## config.mk

```make
export PLATFORM = sky130hd
export DESIGN_NAME = muldiv_ctrl_flat
export DESIGN_NICKNAME = d
export VERILOG_FILES = /design/src/rtl/muldiv_pkg.sv /design/src/rtl/muldiv_ctrl_if.sv /design/src/rtl/muldiv_ctrl.sv /design/src/flat_wrapper.sv
export SDC_FILE = /design/constraint.sdc
export NUM_CORES = 1
export LEC_CHECK = 0
export BUFFER_PORTS_ARGS = -buffer_cell sky130_fd_sc_hd__buf_2
export CELL_PAD_IN_SITES_DETAIL_PLACEMENT = 2
export CELL_PAD_IN_SITES_GLOBAL_PLACEMENT = 2
export CORE_MARGIN = 8
export CORE_UTILIZATION = 32
export CTS_BUF_LIST = sky130_fd_sc_hd__clkbuf_2 sky130_fd_sc_hd__clkbuf_4 sky130_fd_sc_hd__clkbuf_8
export CTS_CLUSTER_DIAMETER = 30
export DETAILED_ROUTE_END_ITERATION = 10
export GPL_ROUTABILITY_DRIVEN = 0
export PLACE_DENSITY = 0.93
export SYNTH_ARGS = -nofsm -noshare
export SYNTH_HDL_FRONTEND = slang
export SYNTH_SLANG_ARGS = --single-unit
```

## constraint.sdc

```tcl
create_clock -name clk -period 4.25 [get_ports clk]
set_clock_uncertainty 0.2 [all_clocks]
set_input_delay 0.6375 -clock clk [delete_from_list [all_inputs] [get_ports clk]]
set_output_delay 0.6375 -clock clk [all_outputs]
set_load 0.02 [all_outputs]
```

## src/rtl/muldiv_pkg.sv

```systemverilog
// muldiv_pkg
// Shared definitions for the EX-stage multiply/divide sequencer:
//   - operation encodings carried on op_e
//   - sequencer state encoding
//   - default multiplier pipeline latency
package muldiv_pkg;

    localparam logic [1:0] OP_MULT  = 2'b00;
    localparam logic [1:0] OP_MULTU = 2'b01;
    localparam logic [1:0] OP_DIV   = 2'b10;
    localparam logic [1:0] OP_DIVU  = 2'b11;

    localparam int MULT_LAT_DEF = 8;

    typedef enum logic [2:0] {
        ST_IDLE = 3'd0,
        ST_MULT = 3'd1,
        ST_MCAP = 3'd2,
        ST_DIV  = 3'd3,
        ST_DONE = 3'd4
    } state_t;

endpackage

```

## src/rtl/muldiv_ctrl_if.sv

```systemverilog
// muldiv_ctrl_if
// Bundle between the sequencer and the two arithmetic units.
//   multiplier: mult_ce, mult_sign, mult_sclr  (ctrl -> unit), mult_result (unit -> ctrl)
//   divider   : div_opn_valid, div_sign, div_res_ready, div_abort (ctrl -> unit),
//               div_res_valid, div_result (unit -> ctrl)
// master = sequencer side, slave = arithmetic unit side.
interface muldiv_ctrl_if;

    logic        mult_ce;
    logic        mult_sign;
    logic        mult_sclr;
    logic [63:0] mult_result;

    logic        div_opn_valid;
    logic        div_sign;
    logic        div_res_ready;
    logic        div_abort;
    logic        div_res_valid;
    logic [63:0] div_result;

    modport master (
        output mult_ce, mult_sign, mult_sclr,
        output div_opn_valid, div_sign, div_res_ready, div_abort,
        input  mult_result, div_res_valid, div_result
    );

    modport slave (
        input  mult_ce, mult_sign, mult_sclr,
        input  div_opn_valid, div_sign, div_res_ready, div_abort,
        output mult_result, div_res_valid, div_result
    );

endinterface

```

## src/rtl/muldiv_ctrl.sv

```systemverilog
// muldiv_ctrl
// Sequences the pipelined multiplier and the iterative divider for the EX
// stage, generates the EX stall and holds the 64-bit {HI,LO} result until
// the M stage takes it.
//
// state | meaning
// ------+--------------------------------------------------------------
// IDLE  | no operation in flight; a valid mult/div in EX issues here
// MULT  | multiplier clocking, cnt counts CE cycles
// MCAP  | product valid, captured into res_q
// DIV   | waiting for divider result handshake
// DONE  | res_q presented to M, held while stall_m
//
// Ports:
//   clk, resetn           clock, async active-low reset
//   op_valid_e, op_e      EX instruction valid and mult/div opcode
//   flush_e               kill EX instruction (highest priority)
//   flush_exception_m     exception flush from M, masks stall_e
//   stall_m               M stalled, hold result in DONE
//   mdu                   multiplier/divider bundle (master side)
//   stall_e               stall EX and earlier
//   result_e              held {HI,LO}, zero outside DONE
//   result_valid_e        result_e valid this cycle
//
// CNT_W must satisfy 2**CNT_W > MULT_LAT.
module muldiv_ctrl
    import muldiv_pkg::*;
#(
    parameter int MULT_LAT = MULT_LAT_DEF,
    parameter int CNT_W    = 4
) (
    input  logic          clk,
    input  logic          resetn,
    input  logic          op_valid_e,
    input  logic [1:0]    op_e,
    input  logic          flush_e,
    input  logic          flush_exception_m,
    input  logic          stall_m,
    muldiv_ctrl_if.master mdu,
    output logic          stall_e,
    output logic [63:0]   result_e,
    output logic          result_valid_e
);

    state_t             state;
    logic [CNT_W-1:0]   cnt;
    logic [63:0]        res_q;

    logic busy;
    logic abort;
    logic issue;
    logic cnt_tc;

    logic ce_raw;
    logic dov_raw;
    logic rdy_raw;
    logic stall_raw;

    assign busy   = (state == ST_MULT) || (state == ST_MCAP) || (state == ST_DIV);
    // EX dropping its instruction mid-operation is handled exactly like a flush.
    assign abort  = flush_e | (busy & ~op_valid_e);
    assign issue  = (state == ST_IDLE) & op_valid_e & ~flush_e;
    assign cnt_tc = (cnt == CNT_W'(MULT_LAT - 1));

    always_comb begin
        ce_raw         = 1'b0;
        dov_raw        = 1'b0;
        rdy_raw        = 1'b0;
        stall_raw      = 1'b0;
        result_valid_e = 1'b0;
        result_e       = '0;
        case (state)
            ST_IDLE: begin
                ce_raw    = issue & ~op_e[1];
                dov_raw   = issue & op_e[1];
                stall_raw = issue;
            end
            ST_MULT: begin
                ce_raw    = ~abort;
                stall_raw = ~abort;
            end
            ST_MCAP: begin
                stall_raw = ~abort;
            end
            ST_DIV: begin
                dov_raw   = ~abort;
                rdy_raw   = mdu.div_res_valid & ~abort;
                stall_raw = ~abort;
            end
            ST_DONE: begin
                result_valid_e = 1'b1;
                result_e       = res_q;
            end
            default: ;
        endcase
    end

    // During reset the state is IDLE and res_q is zero, so only the unit
    // controls need explicit gating; stall_e keeps following the EX inputs.
    assign mdu.mult_ce       = ce_raw & resetn;
    assign mdu.div_opn_valid = dov_raw & resetn;
    assign mdu.div_res_ready = rdy_raw & resetn;
    assign mdu.mult_sclr     = abort & resetn;
    assign mdu.div_abort     = abort & resetn;
    assign mdu.mult_sign     = (op_e == OP_MULT) & resetn;
    assign mdu.div_sign      = (op_e == OP_DIV) & resetn;
    assign stall_e           = stall_raw & ~flush_exception_m;

    always_ff @(posedge clk or negedge resetn) begin
        if (!resetn) begin
            state <= ST_IDLE;
            cnt   <= '0;
            res_q <= '0;
        end else if (abort) begin
            state <= ST_IDLE;
            cnt   <= '0;
        end else begin
            case (state)
                ST_IDLE: begin
                    if (op_valid_e) begin
                        if (op_e[1]) begin
                            state <= ST_DIV;
                        end else begin
                            state <= ST_MULT;
                            cnt   <= CNT_W'(1);
                        end
                    end
                end
                ST_MULT: begin
                    cnt <= cnt + CNT_W'(1);
                    if (cnt_tc) state <= ST_MCAP;
                end
                ST_MCAP: begin
                    res_q <= mdu.mult_result;
                    state <= ST_DONE;
                end
                ST_DIV: begin
                    if (mdu.div_res_valid) begin
                        res_q <= mdu.div_result;
                        state <= ST_DONE;
                    end
                end
                ST_DONE: begin
                    if (!stall_m) state <= ST_IDLE;
                end
                default: state <= ST_IDLE;
            endcase
        end
    end

endmodule

```

## src/flat_wrapper.sv

```systemverilog
// flat-port wrapper written by rule: the top's interface ports become plain ports
module muldiv_ctrl_flat import muldiv_pkg::*;
#(
    parameter int MULT_LAT = MULT_LAT_DEF,
    parameter int CNT_W    = 4
)
  (clk, resetn, op_valid_e, op_e, flush_e, flush_exception_m, stall_m, stall_e, result_e, result_valid_e, mdu_mult_ce, mdu_mult_sign, mdu_mult_sclr, mdu_div_opn_valid, mdu_div_sign, mdu_div_res_ready, mdu_div_abort, mdu_mult_result, mdu_div_res_valid, mdu_div_result);
  muldiv_ctrl_if mdu_i ();
  input  logic clk;
  input  logic resetn;
  input  logic op_valid_e;
  input  logic [1:0] op_e;
  input  logic flush_e;
  input  logic flush_exception_m;
  input  logic stall_m;
  output logic stall_e;
  output logic [63:0] result_e;
  output logic result_valid_e;
  output wire logic [$bits(mdu_i.mult_ce)-1:0] mdu_mult_ce;
  output wire logic [$bits(mdu_i.mult_sign)-1:0] mdu_mult_sign;
  output wire logic [$bits(mdu_i.mult_sclr)-1:0] mdu_mult_sclr;
  output wire logic [$bits(mdu_i.div_opn_valid)-1:0] mdu_div_opn_valid;
  output wire logic [$bits(mdu_i.div_sign)-1:0] mdu_div_sign;
  output wire logic [$bits(mdu_i.div_res_ready)-1:0] mdu_div_res_ready;
  output wire logic [$bits(mdu_i.div_abort)-1:0] mdu_div_abort;
  input wire logic [$bits(mdu_i.mult_result)-1:0] mdu_mult_result;
  input wire logic [$bits(mdu_i.div_res_valid)-1:0] mdu_div_res_valid;
  input wire logic [$bits(mdu_i.div_result)-1:0] mdu_div_result;
  assign mdu_mult_ce = mdu_i.mult_ce;
  assign mdu_mult_sign = mdu_i.mult_sign;
  assign mdu_mult_sclr = mdu_i.mult_sclr;
  assign mdu_div_opn_valid = mdu_i.div_opn_valid;
  assign mdu_div_sign = mdu_i.div_sign;
  assign mdu_div_res_ready = mdu_i.div_res_ready;
  assign mdu_div_abort = mdu_i.div_abort;
  assign mdu_i.mult_result = mdu_mult_result;
  assign mdu_i.div_res_valid = mdu_div_res_valid;
  assign mdu_i.div_result = mdu_div_result;
  muldiv_ctrl #(.MULT_LAT(MULT_LAT), .CNT_W(CNT_W)) u_core (.clk(clk), .resetn(resetn), .op_valid_e(op_valid_e), .op_e(op_e), .flush_e(flush_e), .flush_exception_m(flush_exception_m), .stall_m(stall_m), .mdu(mdu_i), .stall_e(stall_e), .result_e(result_e), .result_valid_e(result_valid_e));
endmodule
```

# == Word-level counts from Yosys, hierarchy flattened ==
# Index checks and enable logic that the tools add are counted.
# totals
latchBits,0
input_bits,137
register_bits,71
n_memories,0
mem_bits_rw,0
word_cells,64
mem_bits_ro,0
# op_classes
n_bitwise,19
n_div,0
mux,19
n_eq_ne,12
n_lt_le_gt_ge,0
reduce_logical,10
shift,0
add_sub_neg,1
mul,0
# op_table
operator,count
$mux W64,2
$pmux W64 S2,1
$mux W3,5
$pmux W3 S5,1
$and A1 B1 Y1,13
$mux W4,3
$ne A3 B2 Y1 const B,4
$pmux W4 S2,1
$eq A3 B2 Y1 const B,2
$pmux W1 S2,3
$reduce_and A3 Y1,2
$not A1 Y1,5
$add A4 B1 Y4 const B,1
$eq A4 B3 Y1 const B,1
$reduce_and A4 Y1,1
$eq A3 B1 Y1 const B,1
$eq A3 B3 Y1 const B,1
$logic_not A3 Y1,1
$ne A3 B1 Y1 const B,1
$reduce_bool A3 Y1,1
$reduce_or A3 Y1,1
$eq A2 B2 Y1 const B,1
$logic_not A2 Y1,1
$logic_or A1 B1 Y1,2
other kinds (5),6

# == Logic depth before layout (Yosys ltp) ==
# Gate-level depths: netlist (run 1).
# depth
ltp_word,9
depth_mapped,6
ltp_nobuf,4

# == Worst setup path before layout (run 1) ==
# No wires, ideal clock.
# synth_path
path_type,input to output
start,in flush_e
end,out mdu_div_res_ready
path_slack_ns,1.698
required_ns,3.412
arrival_time_ns,1.714
path_stages,4
path_cell_list,buf_6 -> nor3b_1 -> nand2_1 -> nor3_1
# synth_via
elab_chain_cells,5
# synth_lines
item,line_no,text
"start, declared",flat_wrapper.sv:13,input logic flush_e;
$or A1 B1 Y1,muldiv_ctrl.sv:61,assign abort = flush_e | (busy & ~op_valid_e);
$not A1 Y1 (no line),-,
$and A1 B1 Y1,muldiv_ctrl.sv:87,rdy_raw = mdu.div_res_valid & ~abort;
$mux W1,muldiv_ctrl.sv:72,case (state)
$and A1 B1 Y1,muldiv_ctrl.sv:102,assign mdu.div_res_ready = rdy_raw & resetn;
"end, declared",flat_wrapper.sv:24,output wire logic [$bits(mdu_i.div_res_ready)-1:0] mdu_div_res_ready;
# No other way between the ends.

# == Worst setup path in the final report (run 1) ==
# layout_path
start,reg u_core.state[2]
end,out mdu_mult_ce
# layout_via
elab_chain_cells,8
word_cells_on_any_way,14
cone_classes,eq/ne: 3; mux: 1; bitwise: 7; reduce/logical: 3
# layout_lines
item,line_no,text
"start, declared",muldiv_ctrl.sv:45,state_t state;
"start signal, assigned",muldiv_ctrl.sv:111,state <= ST_IDLE;
"start signal, assigned",muldiv_ctrl.sv:115,state <= ST_IDLE;
"start signal, assigned",muldiv_ctrl.sv:122,state <= ST_DIV;
$eq A3 B1 Y1 or $eq A3 B2 Y1 (tied branches),"muldiv_ctrl.sv:59, muldiv_ctrl.sv:72",
$logic_or A1 B1 Y1 (2 in a row),muldiv_ctrl.sv:59,assign busy = (state == ST_MULT) || (state == ST_MCAP) || (state == ST_DIV);
$and A1 B1 Y1,muldiv_ctrl.sv:61,
$or A1 B1 Y1,muldiv_ctrl.sv:61,
$not A1 Y1 (no line),-,
$pmux W1 S2 *,muldiv_ctrl.sv:72,
$and A1 B1 Y1 *,muldiv_ctrl.sv:100,assign mdu.mult_ce = ce_raw & resetn;
"end, declared",flat_wrapper.sv:19,output wire logic [$bits(mdu_i.mult_ce)-1:0] mdu_mult_ce;
# Mark *: on every way between the ends. The rest lies on a longest branch, timed or not.

==> results of run 1 <==
[cell usage in the layout, fill, tap and decap left out, drive strengths merged, types with 3 or more instances in the layout]
master  instances
buf           216
mux2          128
dfrtp          71
and2           64
clkbuf         11
inv             7
nand2           4
nor2b           4
nor3            4
nor2            3
a21oi           3
nand3           3
bufinv          3
nor3b           3
[worst max-delay path: stages, from the launching register on]
cell and delay, ps:
dfrtp_1 550, nor3b_1 480, nand2_1 170, nor3_1 220
buf_2 200
[layer usage]
metal | vias up | wire (µm)
li1 | 1598 | -
met1 | 1702 | 5440
met4 | 0 | 299
met2 | 123 | 7850
met3 | 21 | 795
met5 | - | 0
[how the worst max path moves through the flow]
stage	cells after the start	endpoint	slack (ps)
after floorplan	4	mdu_div_res_ready	1700
after global placement	5	mdu_div_res_ready	1620
after detailed placement	5	mdu_mult_ce	1550
after CTS	4	mdu_mult_ce	1430
after global routing	4	result_e[4]	1290
final	4	mdu_mult_ce	1450
[report_power, final]
part	leakage, nW	internal, W	switching, W
Sequential	0.879	0.000854	0.000101
Clock	0.119	0.000413	0.000264
Combinational	1.97	0.000296	0.000143
[cell families after synthesis]
kind of cell,share of synthesized area
XOR/XNOR,0.00199
adder cells (fa/ha/maj),0.00285
AO/OA/AOI/OAI,0.0342
flip-flops,0.404
multiplexers,0.370
buffers and inverters,0.0541
AND/OR/NAND/NOR,0.133
[registers in the layout, summed over array words and instances, names as in the netlist]
register / flops
u_core.res_q: 64
u_core.cnt: 4
u_core.state: 3
[cell type report]
type,count,area (µm²)
inverter,7,26.3
multi-input combinational,241,2390
clock inverter,5,105
timing repair buffer,216,1100
tap,180,225
clock buffer,11,145
fill,1471,7900
sequential,71,1780
[through the flow]
stage	worst slack, ps	cells
floorplan	1700	345
global placement	1620	715
detailed placement	1550	715
CTS	1430	731
global route	1290	731
finish	1450	731
==> results by group, run 1 <==
Clock network
  – H-Tree Depth: 3
  – Worst skew pair latency: 340 ps
  – Clock Tree Buf Depth: 2
  – Postcts setup bufs: 0
  – CTS root buffer: clkbuf_8
  – Clk slew on worst S/H paths: 80 ps
  – Cts bufs inserted: 9
  – Post-CTS Resized: 0
  – CTS sink cnt: 71
  – CTS tree: built
  – Hold Buf Count CTS: 0

Detailed routing
  – Per-cell routed wire length: 19.7 µm
  – Via count: 3444
  – Drt pass-1 iters: 4
  – First DRT Iteration DRCs: 128
  – Post-route DRC violation count: 0
  – Total wire length: 14400 µm
  – Final ANT Viol Nets: 0
  – Avg Vias per Cell: 4.71

Placement
  – Area post-placement: 5520 µm²
  – DP HPWL: 11600 µm
  – Port Buffers: 209

Synth
  – Number of synthesized flops with an enable pin: 0
  – #FFs+latches synth: 71
  – Syn nets: 483
  – Synth top area share: 0.404
  – Synth cell count leaders: mux2_2 (79), dfrtp_1 (71), and2_1 (64)
  – Cell variety after synth: 38
  – Synth Instances: 345
  – Mapped Area: 4400 µm²
  – Sequential share of the synthesized area: 0.404
  – Dominant cells by area after synthesis: dfrtp_1 (40%), mux2_2 (20%), mux2_4 (17%)
  – Avg Synthesized Cell Area: 12.7 µm²
  – Largest area contributor in the netlist: dfrtp_1
  – Most common flop cell mapped by yosys: dfrtp_1
  – Count leader, synth: mux2_2
  – Ys Warns: 0
  – Async S/R FF share, synth: 1.00

Worst setup path
  – R2r setup slk: 1850 ps
  – Worst Reg2Reg Path Length in Cells: 4
  – Critical path capture point type: output pin
  – R2R Path End: u_core.res_q[0]
  – Crit path DAT: 1960 ps
  – Critical Path Source Type: flop
  – CP startpoint: u_core.state[2]
  – Critical Path Fanout Max: 13
  – CP required: 3410 ps
  – Crit Path Class: reg -> out
  – Reg-to-Reg Start: u_core.state[1]

Job
  – Maxcap violations: 0

Timing
  – Period utilization: 0.659
  – Slew margin rel.: 0.585
  – Least-Margin Pin Slew: 623 ps
  – Final setup vio count: 0
  – Hold Fails Final Rpt: 0
  – Setup tns final: 0 ps
  – FMAX: 357 MHz
  – RSZ-0062 raised after global routing: no
  – Final Max Tran Viols: 0
  – Post-route minimum period: 2800 ps
  – Hold Slack: 16.7 ps

Die
  – Die W: 133 µm
  – Top Ports: 210
  – Die area: 17700 µm²
  – Die Height: 133 µm
  – Starting density of the core: 0.322
  – Core area: 13700 µm²
  – Row count: 43

Global routing
  – Antenna violations before repair: 0
  – Vias in the first global route: 4167
  – GRT met1 Usage: 0.170
  – Global-route wire length before repair: 22900 µm
  – Met2 usage: 0.302
  – GRT Overall Usage: 0.160
  – Met3 Use GR: 0.0407
  – Largest net degree at the start of global routing: 49
  – Top Usage Layer GRT: met2
  – Grt total ovfl: 0

Outcome
  – Status: complete, no violations

Finish
  – Final Util: 0.422
  – Layout cells sized above 1: 0.661
  – Antenna diodes: 0
  – Area growth, synth to finish: 31.2%
  – Final nets: 684
  – Design area: 5770 µm²

Power
  – Leakage: 2.96 nW
  – Overall power: 0.00207 W
  – VDD IR max: 131 µV
  – Pwr/cell area: 359 nW/µm²

Min path
  – Worst Hold Class: in -> async
(Power assumes the default switching activity.)
==> run 2, diff against run 1 <==
- CORE_UTILIZATION: 32 -> 27
- PLACE_DENSITY: 0.93 -> 0.84
- clock period: 4.25 -> 2.3 ns (I/O delays scaled with it)
==> results by group, run 2 (synthesis gave the netlist of run 1 again) <==
Outcome
  – Status: complete, no violations

Timing
  – RSZ-0062 raised after global routing: yes
  – Slew margin rel.: 0.424
  – Final Max Tran Viols: 0
  – FMAX: 440 MHz
  – Post-route minimum period: 2270 ps
  – Final setup vio count: 0
  – Period utilization: 0.989
  – Hold Fails Final Rpt: 0
  – Least-Margin Pin Slew: 863 ps
  – Setup tns final: 0 ps

Clock network
  – Cts bufs inserted: 9
  – H-Tree Depth: 3
  – Clk slew on worst S/H paths: 70 ps
  – CTS root buffer: clkbuf_8
  – Clock Tree Buf Depth: 2
  – CTS sink cnt: 71
  – CTS tree: built
  – Worst skew pair latency: 340 ps

Detailed routing
  – Avg Vias per Cell: 4.50
  – Drt pass-1 iters: 4
  – Final ANT Viol Nets: 0
  – Per-cell routed wire length: 19.4 µm
  – Total wire length: 15100 µm
  – Post-route DRC violation count: 0
  – First DRT Iteration DRCs: 110
  – Via count: 3493

Finish
  – Final Util: 0.378
  – Area growth, synth to finish: 36.7%
  – Antenna diodes: 0
  – Commonest cells after routing, fill and taps aside: buf_2 (186), mux2_2 (79), dfrtp_1 (68), and2_1 (64), mux2_4 (49)
  – Sequential cell area: 1780 µm²
  – Final nets: 694
  – Layout cells sized above 1: 0.670
  – Commonest non-fill, non-tap cell in the layout: buf_2
  – Filler cell count: 1754
  – Top reg by flops: u_core.res_q
  – Biggest regs: u_core.res_q: 64 flops, u_core.cnt: 4 flops, u_core.state: 3 flops
  – Max reg flops: 64
  – Multi-input gate area: 2390 µm²
  – Post-route insts no fill: 777

Power
  – Leakage: 3.02 nW
  – Pwr/cell area: 615 nW/µm²
  – VDD IR max: 282 µV

Die
  – Starting density of the core: 0.277
  – Core area: 15900 µm²
  – Die W: 144 µm
  – Die area: 20600 µm²
  – Row count: 46
  – Die Height: 144 µm
  – Top Ports: 210

Global routing
  – Antenna violations before repair: 1
  – Largest net degree at the start of global routing: 68
  – Global-route wire length before repair: 23000 µm
  – Vias in the first global route: 4240
  – GRT Overall Usage: 0.145
  – Grt total ovfl: 0

Worst setup path
  – Critical Path Source Type: flop
  – CP required: 1750 ps
  – Reg-to-Reg Start: u_core.state[1]
  – Crit Path Class: reg -> out
  – Critical Path Fanout Max: 6
  – Critical path capture point type: output pin
  – CP startpoint: u_core.state[2]
  – Crit path DAT: 1730 ps

Job
  – Maxcap violations: 0

Min path
  – Worst Hold Class: in -> reg
  – Worst hold start: stall_m

Placement
  – DP HPWL: 11900 µm
  – Placed insts: 756
  – Port Buffers: 209
[run 2: final cells by class]
| cell class | count | area share |
|---|---|---|
| well taps | 216 | 0.0450 |
| flip-flops and latches | 71 | 0.296 |
| inverters | 7 | 0.00437 |
| repair buffers | 226 | 0.220 |
| clock buffers | 10 | 0.0219 |
| clock inverters | 6 | 0.0142 |
| multi-input cells | 241 | 0.398 |
[run 2: critical path, cell delays in order, from the launching register on]
cell,delay [ps]
dfrtp_2,460
nor3b_1,380
nand2_1,150
nor3_1,200
buf_2,200
[run 2: path summary, 6_finish.rpt]
kind | endpoint | slack (ps) | cells past startpoint
min reg2reg | u_core.res_q[2] | 300 | 1
max reg2reg | u_core.res_q[1] | 280 | 4
max | mdu_div_res_ready | 30 | 4
min in group asynchronous | u_core.cnt[2] | 250 | 2
min | u_core.state[2] | 90 | 2
max in group asynchronous | u_core.state[0] | 550 | 3
[run 2: report_power, final]
part	total [W]	switching, W	internal [W]
logic	0.000831	0.000269	0.000562
registers	0.00176	0.000185	0.00158
clock network	0.00110	0.000482	0.000619
[run 2: stage by stage]
step | hold WS, ps | instance area, µm² | setup slack, ps | power [W]
final | 85.1 | 6010 | 26.0 | 0.00370
after detailed placement | -23.6 | 5650 | 138 | 0.00262
after floorplan | -151 | 4400 | 161 | 0.00229
after CTS | 58.1 | 5930 | 15.2 | 0.00377
after global placement | -25.9 | 5650 | 196 | 0.00253
after global routing | 60.1 | 6010 | -38.3 | 0.00392
[run 2: timing repair]
action | CTS | global route
buffers inserted | 2 | 0
setup endpoints to repair | 54 | 66
pin swaps | 1 | 0
hold endpoints to repair | 4 | 0
hold buffers | 1 | 0
resized for setup | 8 | 30
cloned | 2 | 0
[run 2: per-layer routing]
layer  routed length (µm)  GRT usage  part of all wire  vias to the layer above
li1                     -          -                 -                     1619
met1                 5600      0.151              0.37                     1736
met2                 8200      0.276              0.54                      122
met3                 1120     0.0441             0.074                       14
met4                  157     0.0360             0.010                        2
met5                    8          0           0.00053                        -
==> run 3, diff against run 2 <==
- CORE_UTILIZATION: 27 -> 26
- CTS_BUF_LIST: sky130_fd_sc_hd__clkbuf_2 sky130_fd_sc_hd__clkbuf_4 sky130_fd_sc_hd__clkbuf_8 -> sky130_fd_sc_hd__clkbuf_16
- PLACE_DENSITY: 0.84 -> 0.81
==> results by group, run 3 (synthesis gave the netlist of run 1 again) <==
Outcome
  – Status: complete, no violations

Power
  – Switch Pwr: 0.000975 W
  – Comb pwr share: 0.215
  – Sw Ratio: 0.254
  – Pint: 0.00286 W
  – Power share of the clock group: 0.324
  – Pwr/cell area: 636 nW/µm²
  – VDD IR max: 374 µV
  – Sequential share of power: 0.460
  – Leakage: 3.07 nW

Timing
  – Slew margin rel.: 0.676
  – Hold Slack: 121 ps
  – Post-route minimum period: 2190 ps
  – Final Max Tran Viols: 0
  – Period utilization: 0.953
  – Final setup margin: 108 ps
  – Hold Fails Final Rpt: 0
  – Final setup vio count: 0
  – Least-Margin Pin Slew: 487 ps
  – FMAX: 456 MHz
  – Setup tns final: 0 ps

Die
  – Row count: 47
  – Die W: 146 µm
  – Die Height: 146 µm
  – Top Ports: 210
  – Die area: 21300 µm²
  – Starting density of the core: 0.265
  – Core area: 16600 µm²

Global routing
  – Global-route wire length before repair: 23000 µm
  – GRT Overall Usage: 0.135
  – Largest net degree at the start of global routing: 37
  – Vias in the first global route: 4148
  – Antenna violations before repair: 0
  – Grt total ovfl: 0

Detailed routing
  – Drt pass-1 iters: 4
  – Post-route DRC violation count: 0
  – Final ANT Viol Nets: 0
  – Avg Vias per Cell: 4.44
  – Via count: 3484
  – Total wire length: 14800 µm
  – First DRT Iteration DRCs: 101
  – Per-cell routed wire length: 18.8 µm

Placement
  – Post-place setup slack: 158 ps
  – Port Buffers: 209
  – DP HPWL: 11700 µm
  – Area post-placement: 5690 µm²

Finish
  – Max reg flops: 64
  – Area growth, synth to finish: 37.2%
  – Design area: 6030 µm²
  – Filler cell count: 1806
  – Top reg by flops: u_core.res_q
  – Layout cells sized above 1: 0.673
  – Commonest non-fill, non-tap cell in the layout: buf_2
  – Antenna diodes: 0
  – Sequential cell area: 1780 µm²
  – Commonest cells after routing, fill and taps aside: buf_2 (208), mux2_2 (79), dfrtp_1 (69), and2_1 (64), mux2_4 (49)
  – Multi-input gate area: 2400 µm²
  – Biggest regs: u_core.res_q: 64 flops, u_core.cnt: 4 flops, u_core.state: 3 flops
  – Final nets: 698

Clock network
  – Clk slew on worst S/H paths: 60 ps
  – CTS root buffer: clkbuf_16
  – Worst skew pair latency: 330 ps
  – Cts bufs inserted: 9
  – Clock Tree Buf Depth: 2
  – CTS tree: built
  – H-Tree Depth: 3
  – CTS sink cnt: 71

Worst setup path
  – CP required: 1750 ps
  – Critical path capture point type: output pin
  – Critical Path Fanout Max: 28
  – Crit Path Class: reg -> out
  – Crit path DAT: 1650 ps
  – Critical Path Source Type: flop

Job
  – Maxcap violations: 0

Min path
  – Worst Hold Class: in -> reg
[run 3: final cells by class]
cell class                 instances  share of cell area
timing repair buffer             230               0.213
clock buffer                       9              0.0373
multi-input combinational        241               0.398
tap                              220              0.0456
sequential                        71               0.295
clock inverter                     7             0.00664
inverter                           7             0.00436
[run 3: critical path: stages (launching register included)]
cell and delay (ps):
dfrtp_2 450, nor3b_4 210, buf_6 150, buf_12 160, and2_1 160, buf_2 170
[run 3: power by group through the flow]
| stage | Sequential (W) | Clock (W) | Combinational [W] |
|---|---|---|---|
| floorplan | 0.00170 | 0 | 0.000588 |
| global placement | 0.00176 | 0 | 0.000780 |
| detailed placement | 0.00178 | 0 | 0.000833 |
| CTS | 0.00177 | 0.00130 | 0.000842 |
| global route | 0.00180 | 0.00136 | 0.000895 |
| finish | 0.00177 | 0.00125 | 0.000826 |
[run 3: metal layers]
layer | GRT usage | vias to the layer above | part of all wire | routed length [µm]
li1 | - | 1631 | - | -
met1 | 0.151 | 1706 | 0.40 | 5950
met2 | 0.241 | 131 | 0.52 | 7630
met3 | 0.0436 | 16 | 0.065 | 962
met4 | 0.0376 | 0 | 0.017 | 252
met5 | 0 | - | 0 | 0
[run 3: what timing repair did]
item / CTS / global route
buffers inserted: 1 / 1
endpoints found under the setup margin: 64 / 66
hold buffers: 1 / 0
gates resized for setup: 7 / 6
gates cloned: 1 / 0
endpoints found under the hold margin: 71 / 0
[run 3: stage by stage]
stage,cells,utilization,total power [W]
3_3_place_gp,765,0.343,0.00254
6_report,785,0.364,0.00384
2_1_floorplan,345,-,0.00229
5_1_grt,785,0.364,0.00405
4_1_cts,784,0.362,0.00392
3_5_place_dp,765,0.343,0.00262
[run 3: path summary, 6_finish.rpt]
path / startpoint / endpoint / slack, ps / cells past startpoint
max: u_core.state[0] / result_e[43] / 110 / 5
min: stall_m / u_core.state[2] / 120 / 2
max reg2reg: u_core.state[1] / u_core.res_q[62] / 220 / 5
min reg2reg: u_core.res_q[54] / u_core.res_q[54] / 310 / 1
max in group asynchronous: resetn / u_core.state[0] / 1060 / 3
min in group asynchronous: resetn / u_core.cnt[0] / 460 / 3
